$ cat src/rtl/fp32_pkg.sv
// Shared binary32 constants, op encodings and field helpers for the fp32 arithmetic unit.
package fp32_pkg;

  localparam int          EXP_BIAS = 127;
  localparam logic [7:0]  EXP_MAX  = 8'd255;
  localparam logic [31:0] QNAN     = 32'h7FC0_0000;
  localparam logic [31:0] POS_INF  = 32'h7F80_0000;

  typedef enum logic [1:0] {
    OP_ADD = 2'b00,
    OP_SUB = 2'b01,
    OP_MUL = 2'b10,
    OP_RSV = 2'b11
  } fp_op_e;

  function automatic logic fp_sign(input logic [31:0] x);
    return x[31];
  endfunction

  function automatic logic [7:0] fp_exp(input logic [31:0] x);
    return x[30:23];
  endfunction

  function automatic logic [22:0] fp_frac(input logic [31:0] x);
    return x[22:0];
  endfunction

endpackage

$ cat src/rtl/fp32_lzc24.sv
// 24-bit leading-zero counter used to renormalise the add/sub difference.
module fp32_lzc24 (
  input  logic [23:0] i_data,
  output logic [4:0]  o_count
);

  // Scan LSB to MSB so the highest set bit makes the final assignment.
  always_comb begin
    // NOTE: default before the loop keeps every path assigned, so no latch is inferred.
    o_count = 5'd24;
    for (int i = 0; i < 24; i++) begin
      if (i_data[i]) o_count = 5'(23 - i);
    end
  end

endmodule

$ cat src/rtl/fp32_addsub_mul.sv
// Registered binary32 add/subtract/multiply, flush-to-zero inputs, truncating rounding,
// one operation per clock with a single cycle of latency.
module fp32_addsub_mul
  import fp32_pkg::*;
(
  input  logic        clk,
  input  logic        reset,
  input  logic        in_valid,
  input  logic [1:0]  op,
  input  logic [31:0] a_operand,
  input  logic [31:0] b_operand,
  output logic        out_valid,
  output logic [31:0] result,
  output logic        exception
);

  fp_op_e             w_op;
  logic               w_a_sign, w_b_sign_eff;
  logic [7:0]         w_a_exp, w_b_exp;
  logic [23:0]        w_a_mant, w_b_mant;
  logic               w_a_zero, w_b_zero, w_special;
  logic               w_a_ge_b;
  logic               w_l_sign, w_s_sign;
  logic [7:0]         w_l_exp, w_s_exp, w_exp_diff;
  logic [23:0]        w_l_mant, w_s_mant, w_s_shift;
  logic [24:0]        w_mag_sum;
  logic [23:0]        w_mag_diff;
  logic [4:0]         w_lzc;
  logic signed [9:0]  w_add_exp;
  logic [23:0]        w_add_mant;
  logic [31:0]        w_add_res;
  logic               w_add_exc;
  logic [24:0]        w_mul_top;
  logic               w_mul_sign;
  logic signed [9:0]  w_mul_exp;
  logic [22:0]        w_mul_frac;
  logic [31:0]        w_mul_res;
  logic               w_mul_exc;
  logic [31:0]        w_res;
  logic               w_exc;
  logic               r_out_valid;
  logic [31:0]        r_result;
  logic               r_exception;

  // Operand decode; exponent 0 means the operand is treated as a signed zero.
  assign w_op         = fp_op_e'(op);
  assign w_a_sign     = fp_sign(a_operand);
  assign w_b_sign_eff = fp_sign(b_operand) ^ (w_op == OP_SUB);
  assign w_a_exp      = fp_exp(a_operand);
  assign w_b_exp      = fp_exp(b_operand);
  assign w_a_mant     = {1'b1, fp_frac(a_operand)};
  assign w_b_mant     = {1'b1, fp_frac(b_operand)};
  assign w_a_zero     = (w_a_exp == 8'd0);
  assign w_b_zero     = (w_b_exp == 8'd0);
  assign w_special    = (w_a_exp == EXP_MAX) || (w_b_exp == EXP_MAX) || (w_op == OP_RSV);

  // Order by magnitude (exponent then mantissa) and align the smaller operand.
  assign w_a_ge_b   = {w_a_exp, w_a_mant} >= {w_b_exp, w_b_mant};
  assign w_l_sign   = w_a_ge_b ? w_a_sign     : w_b_sign_eff;
  assign w_s_sign   = w_a_ge_b ? w_b_sign_eff : w_a_sign;
  assign w_l_exp    = w_a_ge_b ? w_a_exp      : w_b_exp;
  assign w_s_exp    = w_a_ge_b ? w_b_exp      : w_a_exp;
  assign w_l_mant   = w_a_ge_b ? w_a_mant     : w_b_mant;
  assign w_s_mant   = w_a_ge_b ? w_b_mant     : w_a_mant;
  assign w_exp_diff = w_l_exp - w_s_exp;
  assign w_s_shift  = (w_exp_diff >= 8'd24) ? 24'd0 : (w_s_mant >> w_exp_diff);
  assign w_mag_sum  = {1'b0, w_l_mant} + {1'b0, w_s_shift};
  assign w_mag_diff = w_l_mant - w_s_shift;

  fp32_lzc24 u_lzc (
    .i_data  (w_mag_diff),
    .o_count (w_lzc)
  );

  // Add/subtract path: zero shortcuts, far-operand bypass, then sum or normalised difference.
  always_comb begin
    w_add_res  = '0;
    w_add_exc  = 1'b0;
    w_add_exp  = '0;
    w_add_mant = '0;
    if (w_a_zero && w_b_zero) begin
      w_add_res = {w_a_sign & w_b_sign_eff, 31'd0};
    end else if (w_a_zero) begin
      w_add_res = {w_b_sign_eff, b_operand[30:0]};
    end else if (w_b_zero) begin
      w_add_res = a_operand;
    end else if (w_exp_diff >= 8'd24) begin
      w_add_res = {w_l_sign, w_l_exp, w_l_mant[22:0]};
    end else begin
      if (w_l_sign == w_s_sign) begin
        if (w_mag_sum[24]) begin
          w_add_exp  = $signed({2'b00, w_l_exp}) + 10'sd1;
          w_add_mant = w_mag_sum[24:1];
        end else begin
          w_add_exp  = $signed({2'b00, w_l_exp});
          w_add_mant = w_mag_sum[23:0];
        end
      end else begin
        w_add_exp  = $signed({2'b00, w_l_exp}) - $signed({5'd0, w_lzc});
        w_add_mant = w_mag_diff << w_lzc;
      end
      // Exact cancellation always yields +0, whatever the operand signs.
      if (w_add_mant == 24'd0) begin
        w_add_res = '0;
      end else if (w_add_exp >= $signed({2'b00, EXP_MAX})) begin
        w_add_res = POS_INF | {w_l_sign, 31'd0};
        w_add_exc = 1'b1;
      end else if (w_add_exp <= 10'sd0) begin
        w_add_res = {w_l_sign, 31'd0};
      end else begin
        w_add_res = {w_l_sign, w_add_exp[7:0], w_add_mant[22:0]};
      end
    end
  end

  // Only product bits 47:23 are ever kept, so drop the rest at the multiplier.
  assign w_mul_top  = 25'((48'(w_a_mant) * 48'(w_b_mant)) >> 23);
  assign w_mul_sign = fp_sign(a_operand) ^ fp_sign(b_operand);

  // Multiply path: biased exponent sum at 10-bit signed width, one-bit normalisation.
  always_comb begin
    w_mul_res  = '0;
    w_mul_exc  = 1'b0;
    w_mul_exp  = $signed({2'b00, w_a_exp}) + $signed({2'b00, w_b_exp}) - $signed(10'(EXP_BIAS));
    w_mul_frac = w_mul_top[22:0];
    if (w_mul_top[24]) begin
      w_mul_exp  = w_mul_exp + 10'sd1;
      w_mul_frac = w_mul_top[23:1];
    end
    if (w_a_zero || w_b_zero) begin
      w_mul_res = {w_mul_sign, 31'd0};
    end else if (w_mul_exp >= $signed({2'b00, EXP_MAX})) begin
      w_mul_res = POS_INF | {w_mul_sign, 31'd0};
      w_mul_exc = 1'b1;
    end else if (w_mul_exp <= 10'sd0) begin
      w_mul_res = {w_mul_sign, 31'd0};
    end else begin
      w_mul_res = {w_mul_sign, w_mul_exp[7:0], w_mul_frac};
    end
  end

  // Select the result by op; Inf/NaN operands and the reserved op force a quiet NaN.
  always_comb begin
    w_res = w_add_res;
    w_exc = w_add_exc;
    if (w_special) begin
      w_res = QNAN;
      w_exc = 1'b1;
    end else if (w_op == OP_MUL) begin
      w_res = w_mul_res;
      w_exc = w_mul_exc;
    end
  end

  // Output register: reset wins, result/exception hold while no operation is issued.
  always_ff @(posedge clk) begin
    // NOTE: non-blocking assignments so every register samples pre-edge values.
    if (reset) begin
      r_out_valid <= 1'b0;
      r_result    <= '0;
      r_exception <= 1'b0;
    end else begin
      r_out_valid <= in_valid;
      if (in_valid) begin
        r_result    <= w_res;
        r_exception <= w_exc;
      end
    end
  end

  assign out_valid = r_out_valid;
  assign result    = r_result;
  assign exception = r_exception;

endmodule

$ cat config.mk
export PLATFORM = sky130hd
export DESIGN_NAME = fp32_addsub_mul
export DESIGN_NICKNAME = d
export VERILOG_FILES = /design/src/rtl/fp32_pkg.sv /design/src/rtl/fp32_lzc24.sv /design/src/rtl/fp32_addsub_mul.sv
export SDC_FILE = /design/constraint.sdc
export NUM_CORES = 2
export LEC_CHECK = 0
export BUFFER_PORTS_ARGS = -buffer_cell sky130_fd_sc_hd__buf_2
export CAP_MARGIN = 30
export CORE_ASPECT_RATIO = 1.75
export CORE_UTILIZATION = 55
export CTS_CLUSTER_DIAMETER = 150
export DETAILED_ROUTE_END_ITERATION = 6
export GPL_ROUTABILITY_DRIVEN = 0
export GPL_TIMING_DRIVEN = 0
export PLACE_DENSITY = 0.75
export SYNTH_ARGS = -nofsm -noshare
export SYNTH_HDL_FRONTEND = slang
export SYNTH_SLANG_ARGS = --single-unit
$ cat constraint.sdc
create_clock -name clk -period 13.95 [get_ports clk]
set_input_delay 2.79 -clock clk [delete_from_list [all_inputs] [get_ports clk]]
set_output_delay 2.79 -clock clk [all_outputs]
set_load 0.01 [all_outputs]
==> run summary, run 1 <==
Syn_nets: 4645
Last stage: global routing (5_1_grt)
Maximum number of pins on one net before global-route repair: 16
Congestion Overflow GR: 9
Placement Rows: 112
CTS Buffer Depth: 2
Status: aborted with a tool error
Clock net sink count: 34
Synthesis-stage register bit count: 34
Yosys Warn Count: 0
Async set-or-reset flop fraction in the synthesized netlist: 0%
Synth Cell Area: 0.0296 mm2
Seq/Total Area, Yosys: 2.30%
Mapped Cells: 3801
Synth area leader: fa_1
CTS Buf Count: 5
Top cells by area, synth: fa_1, ha_1, inv_1
Starting Density: 55.6%
Post-synth EDFFs: 0
Netlist cell types: 108
First Err: [ERROR GRT-0116] Global routing finished with congestion. Check the congestion regions in the DRC Viewer.
Vias in the first global route: 31900
Placed Cells: 4590
Port Buf Inserts: 100
Yosys top cell area share: 32.8%
DP HPWL: 97.6 mm
Die span in y: 309 um
H-tree depth: 2
GRT Resource Usage Total: 47.6%
Top_reg_cell synth: dfxtp_1
I/O pin count: 103
Avg Synthesized Cell Area: 7.79 um2
First-pass GRT wire length: 191 mm
Chip width: 177 um
Hold Buf Count CTS: 0
Clock Tree Root: clkbuf_16
[cells in the mapped netlist (24+ instances only)]
cell	number
inv_1	649
nand2_1	556
fa_1	485
ha_1	290
nor2_1	235
and2_1	200
a21oi_1	182
clkbuf_1	174
o21ai_0	137
mux2i_1	78
xnor2_1	62
a21o_1	47
nand3_1	45
nor3_1	45
a211oi_1	40
o211ai_1	40
dfxtp_1	34
xor2_1	26
a221oi_1	24
a31oi_1	24
[through the flow]
step                setup WS (ns)  instance area [um2]  setup TNS, ns
CTS                       0.00262                31500              0
global placement            -2.75                31000         -77.42
floorplan                   0.704                29600              0
detailed placement          -2.81                31000         -79.45
[metal layers]
metal,GRT usage [%],overflow
met5,1.63,0
met4,52.0,5
met3,21.0,0
met2,72.9,4
met1,44.8,0
[repair_timing]
action | in CTS
endpoints found under the setup margin | 33
cloned | 0
resized for setup | 58
buffers inserted | 8
pin swaps | 4
[kinds of logic after synthesis]
| kind of cell | Yosys count | synth area share (%) |
|---|---|---|
| multiplexers | 93 | 3.33 |
| XOR/XNOR | 89 | 2.66 |
| adder cells (fa/ha/maj) | 776 | 45.1 |
| flip-flops | 34 | 2.30 |
| AO/OA/AOI/OAI | 718 | 16.2 |
| buffers and inverters | 855 | 11.0 |
| AND/OR/NAND/NOR | 1236 | 19.4 |
==> run 2, diff against run 1 <==
--- a/config.mk
+++ b/config.mk
@@ -7,13 +7,11 @@
 export LEC_CHECK = 0
 export BUFFER_PORTS_ARGS = -buffer_cell sky130_fd_sc_hd__buf_2
 export CAP_MARGIN = 30
-export CORE_ASPECT_RATIO = 1.75
-export CORE_UTILIZATION = 55
-export CTS_CLUSTER_DIAMETER = 150
+export CORE_UTILIZATION = 40
 export DETAILED_ROUTE_END_ITERATION = 6
 export GPL_ROUTABILITY_DRIVEN = 0
 export GPL_TIMING_DRIVEN = 0
-export PLACE_DENSITY = 0.75
+export PLACE_DENSITY_LB_ADDON = 0.15
 export SYNTH_ARGS = -nofsm -noshare
 export SYNTH_HDL_FRONTEND = slang
 export SYNTH_SLANG_ARGS = --single-unit
==> constraint.sdc (replaced) <==
create_clock -name clk -period 18.1 [get_ports clk]
set_input_delay 3.62 -clock clk [delete_from_list [all_inputs] [get_ports clk]]
set_output_delay 3.62 -clock clk [all_outputs]
set_load 0.01 [all_outputs]
==> run summary, run 2 <==
Status: complete, but fails checks (was aborted with a tool error)
Failing checks: design-rule violations
CTS tree: built
Mapped Cells: 3801 (unchanged)
Count leader, synth: inv_1 (unchanged)
Tcrit/Tclk final: 94.4%
GRT Resource Usage Total: 32.3%
Chip width: 274 um (was 177 um)
Worst Hold End: result[28]
Commonest non-fill, non-tap cells in the layout: inv_1, nand2_1, fa_1, ha_1, nor2_1
Hold Crit Depth: 2
Synthesis-stage register bit count: 34 (unchanged)
Hold path start: result[28]
Top cells by area, synth: fa_1, ha_1, inv_1 (unchanged)
Crit-path max FO: 10
Area Overhead vs Synth: 6.48%
DRC Markers: 20
First-pass DRT Iterations: 7
Reg2Reg Setup Slack: 15.80 ns
Congestion Overflow GR: 0
Full die area: 0.0751 mm2
Antenna violations before repair: 4
Post-layout minimum cycle time: 17.09 ns
CTS Buffer Depth: 2 (unchanged)
Seq/Total Area, Yosys: 2.30% (unchanged)
Synth Cell Area: 0.0296 mm2 (unchanged)
Maximum number of pins on one net before global-route repair: 12
R2R cell count: 7
Clock Tree Root: clkbuf_16 (unchanged)
Data required time of the critical path: 18.32 ns
Routed wire per std cell: 24.6 um
CP bufs+invs: 14
Fin Setup TNS: 0 ns
Die span in y: 274 um (was 309 um)
I/O pin count: 103 (unchanged)
Hold Vio Cnt, Final: 0
Met1 WL: 51.0 mm
Port Buf Inserts: 100 (unchanged)
Synth area leader: fa_1 (unchanged)
Vias: 28300
Netlist cell types: 108 (unchanged)
Final clock skew: 0 ns
Vias in the first global route: 28200
DP HPWL: 99.1 mm (was 97.6 mm)
Top Metal Used: met4
Syn_nets: 4645 (unchanged)
Largest register FFs: 32
Post-synth top cells: inv_1, nand2_1, fa_1 (unchanged)
Worst-Skew Late Latency: 0.29 ns
Startpoint class of the critical path: primary input
Delay of the slowest cell on the worst path: 0.65 ns
Hold Buf Count CTS: 0 (unchanged)
Reg2reg start: result[22]
Post-route ant nets: 0
Starting Density: 40.5% (was 55.6%)
CP Class: in -> reg
Worst slew margin: 26.1%
Top_reg_cell synth: dfxtp_1 (unchanged)
HP Class: reg -> reg
CP endpoint kind: flip-flop
Placement Rows: 99 (was 112)
Max-Cap Viols: 0
First-pass GRT wire length: 181 mm
Nets@finish: 4761
CTS Buf Count: 5 (unchanged)
Layout cells sized above 1: 5.13%
Fmax: 58.5 MHz
Routed met2 length: 52.8 mm
Commonest non-fill, non-tap cell in the layout: inv_1
CP top delay family: compound AO/OA/AOI/OAI gates
Avg Synthesized Cell Area: 7.79 um2 (unchanged)
H-tree depth: 2 (unchanged)
Post-CTS Setup Inserts: 0 (was 8)
Drt initial violations: 2546
Met3 wire length: 11.0 mm
WL final: 120 mm
Yosys top cell area share: 32.8% (unchanged)
Vias per inst: 5.81
Max-slew violations: 0
Post-synth EDFFs: 0 (unchanged)
Unrepaired setup endpoints after global routing: false
Async set-or-reset flop fraction in the synthesized netlist: 0% (unchanged)
Total core area: 0.0731 mm2
Critical path's slowest cell: buf_1
CTS clock-pin slew for the worst setup and hold paths: 0.06 ns
Clock net sink count: 34 (unchanged)
Measured slew at the worst slew-check pin: 1.10 ns
Critical Path AT: 17.31 ns
Resize count post-CTS: 0 (was 58)
Yosys Warn Count: 0 (unchanged)
Final setup viols: 0
Reg-to-reg endpoint: result[22]
run 2: cell counts after synthesis:
Identical to the previous run, type by type.
run 2: kinds of logic (layout without fill, tap and decap cells):
family	Yosys count	after routing	share of synthesized area, %
multiplexers	93	93	3.33
AND/OR/NAND/NOR	1236	1236	19.4
flip-flops	34	34	2.30
XOR/XNOR	89	89	2.66
AO/OA/AOI/OAI	718	718	16.2
other	0	3	0
buffers and inverters	855	972	11.0
adder cells (fa/ha/maj)	776	776	45.1
run 2: layout make-up:
class	count	area, um2
Buffer	199	788
Sequential cell	34	681
Multi-Input combinational cell	2912	25700
Tap cell	959	1200
Timing Repair Buffer	111	573
Inverter	654	2450
Antenna cell	3	7.51
Clock buffer	7	143
Fill cell	7675	41500
Clock inverter	1	5.00
run 2: worst min-delay path: cells and delay by family, from the launching register on:
kind,cells,cell delay [ns]
AND/OR/NAND/NOR,2,0.13
flip-flops,1,0.31
run 2: stage by stage:
step | utilization (%) | area [um2] | hold WS [ns] | std cells | setup WS [ns]
global route | 43.1 | 31500 | 0.501 | 4877 | 0.207
CTS | 43.2 | 31500 | 0.480 | 4879 | 0.855
floorplan | - | 29600 | 0.472 | 3801 | 4.02
detailed placement | 43.0 | 31400 | 0.470 | 4871 | 0.622
global placement | 42.9 | 31300 | 0.465 | 4860 | 0.586
finish | 43.2 | 31500 | 0.477 | 4880 | 1.01
run 2: routing by layer:
metal | vias to the layer above | GRT usage, %
met4 | 0 | 11.0
li1 | 12500 | -
met2 | 1422 | 51.2
met5 | - | 0
met3 | 249 | 4.83
met1 | 14100 | 44.9
run 2: worst max-delay path by stage:
stage	start	slack, ns	cells after the start	end
after detailed placement	a_operand[0]	0.62	53	result[21]
after CTS	a_operand[0]	0.85	53	result[21]
after global placement	a_operand[0]	0.59	52	result[21]
final	a_operand[0]	1.01	51	result[21]
after global routing	b_operand[22]	0.21	50	result[21]
after floorplan	a_operand[0]	4.02	54	result[4]
Power of run 2 is not shown: default switching activity piles up to over one toggle a cycle in this logic, so the estimate is an artifact.
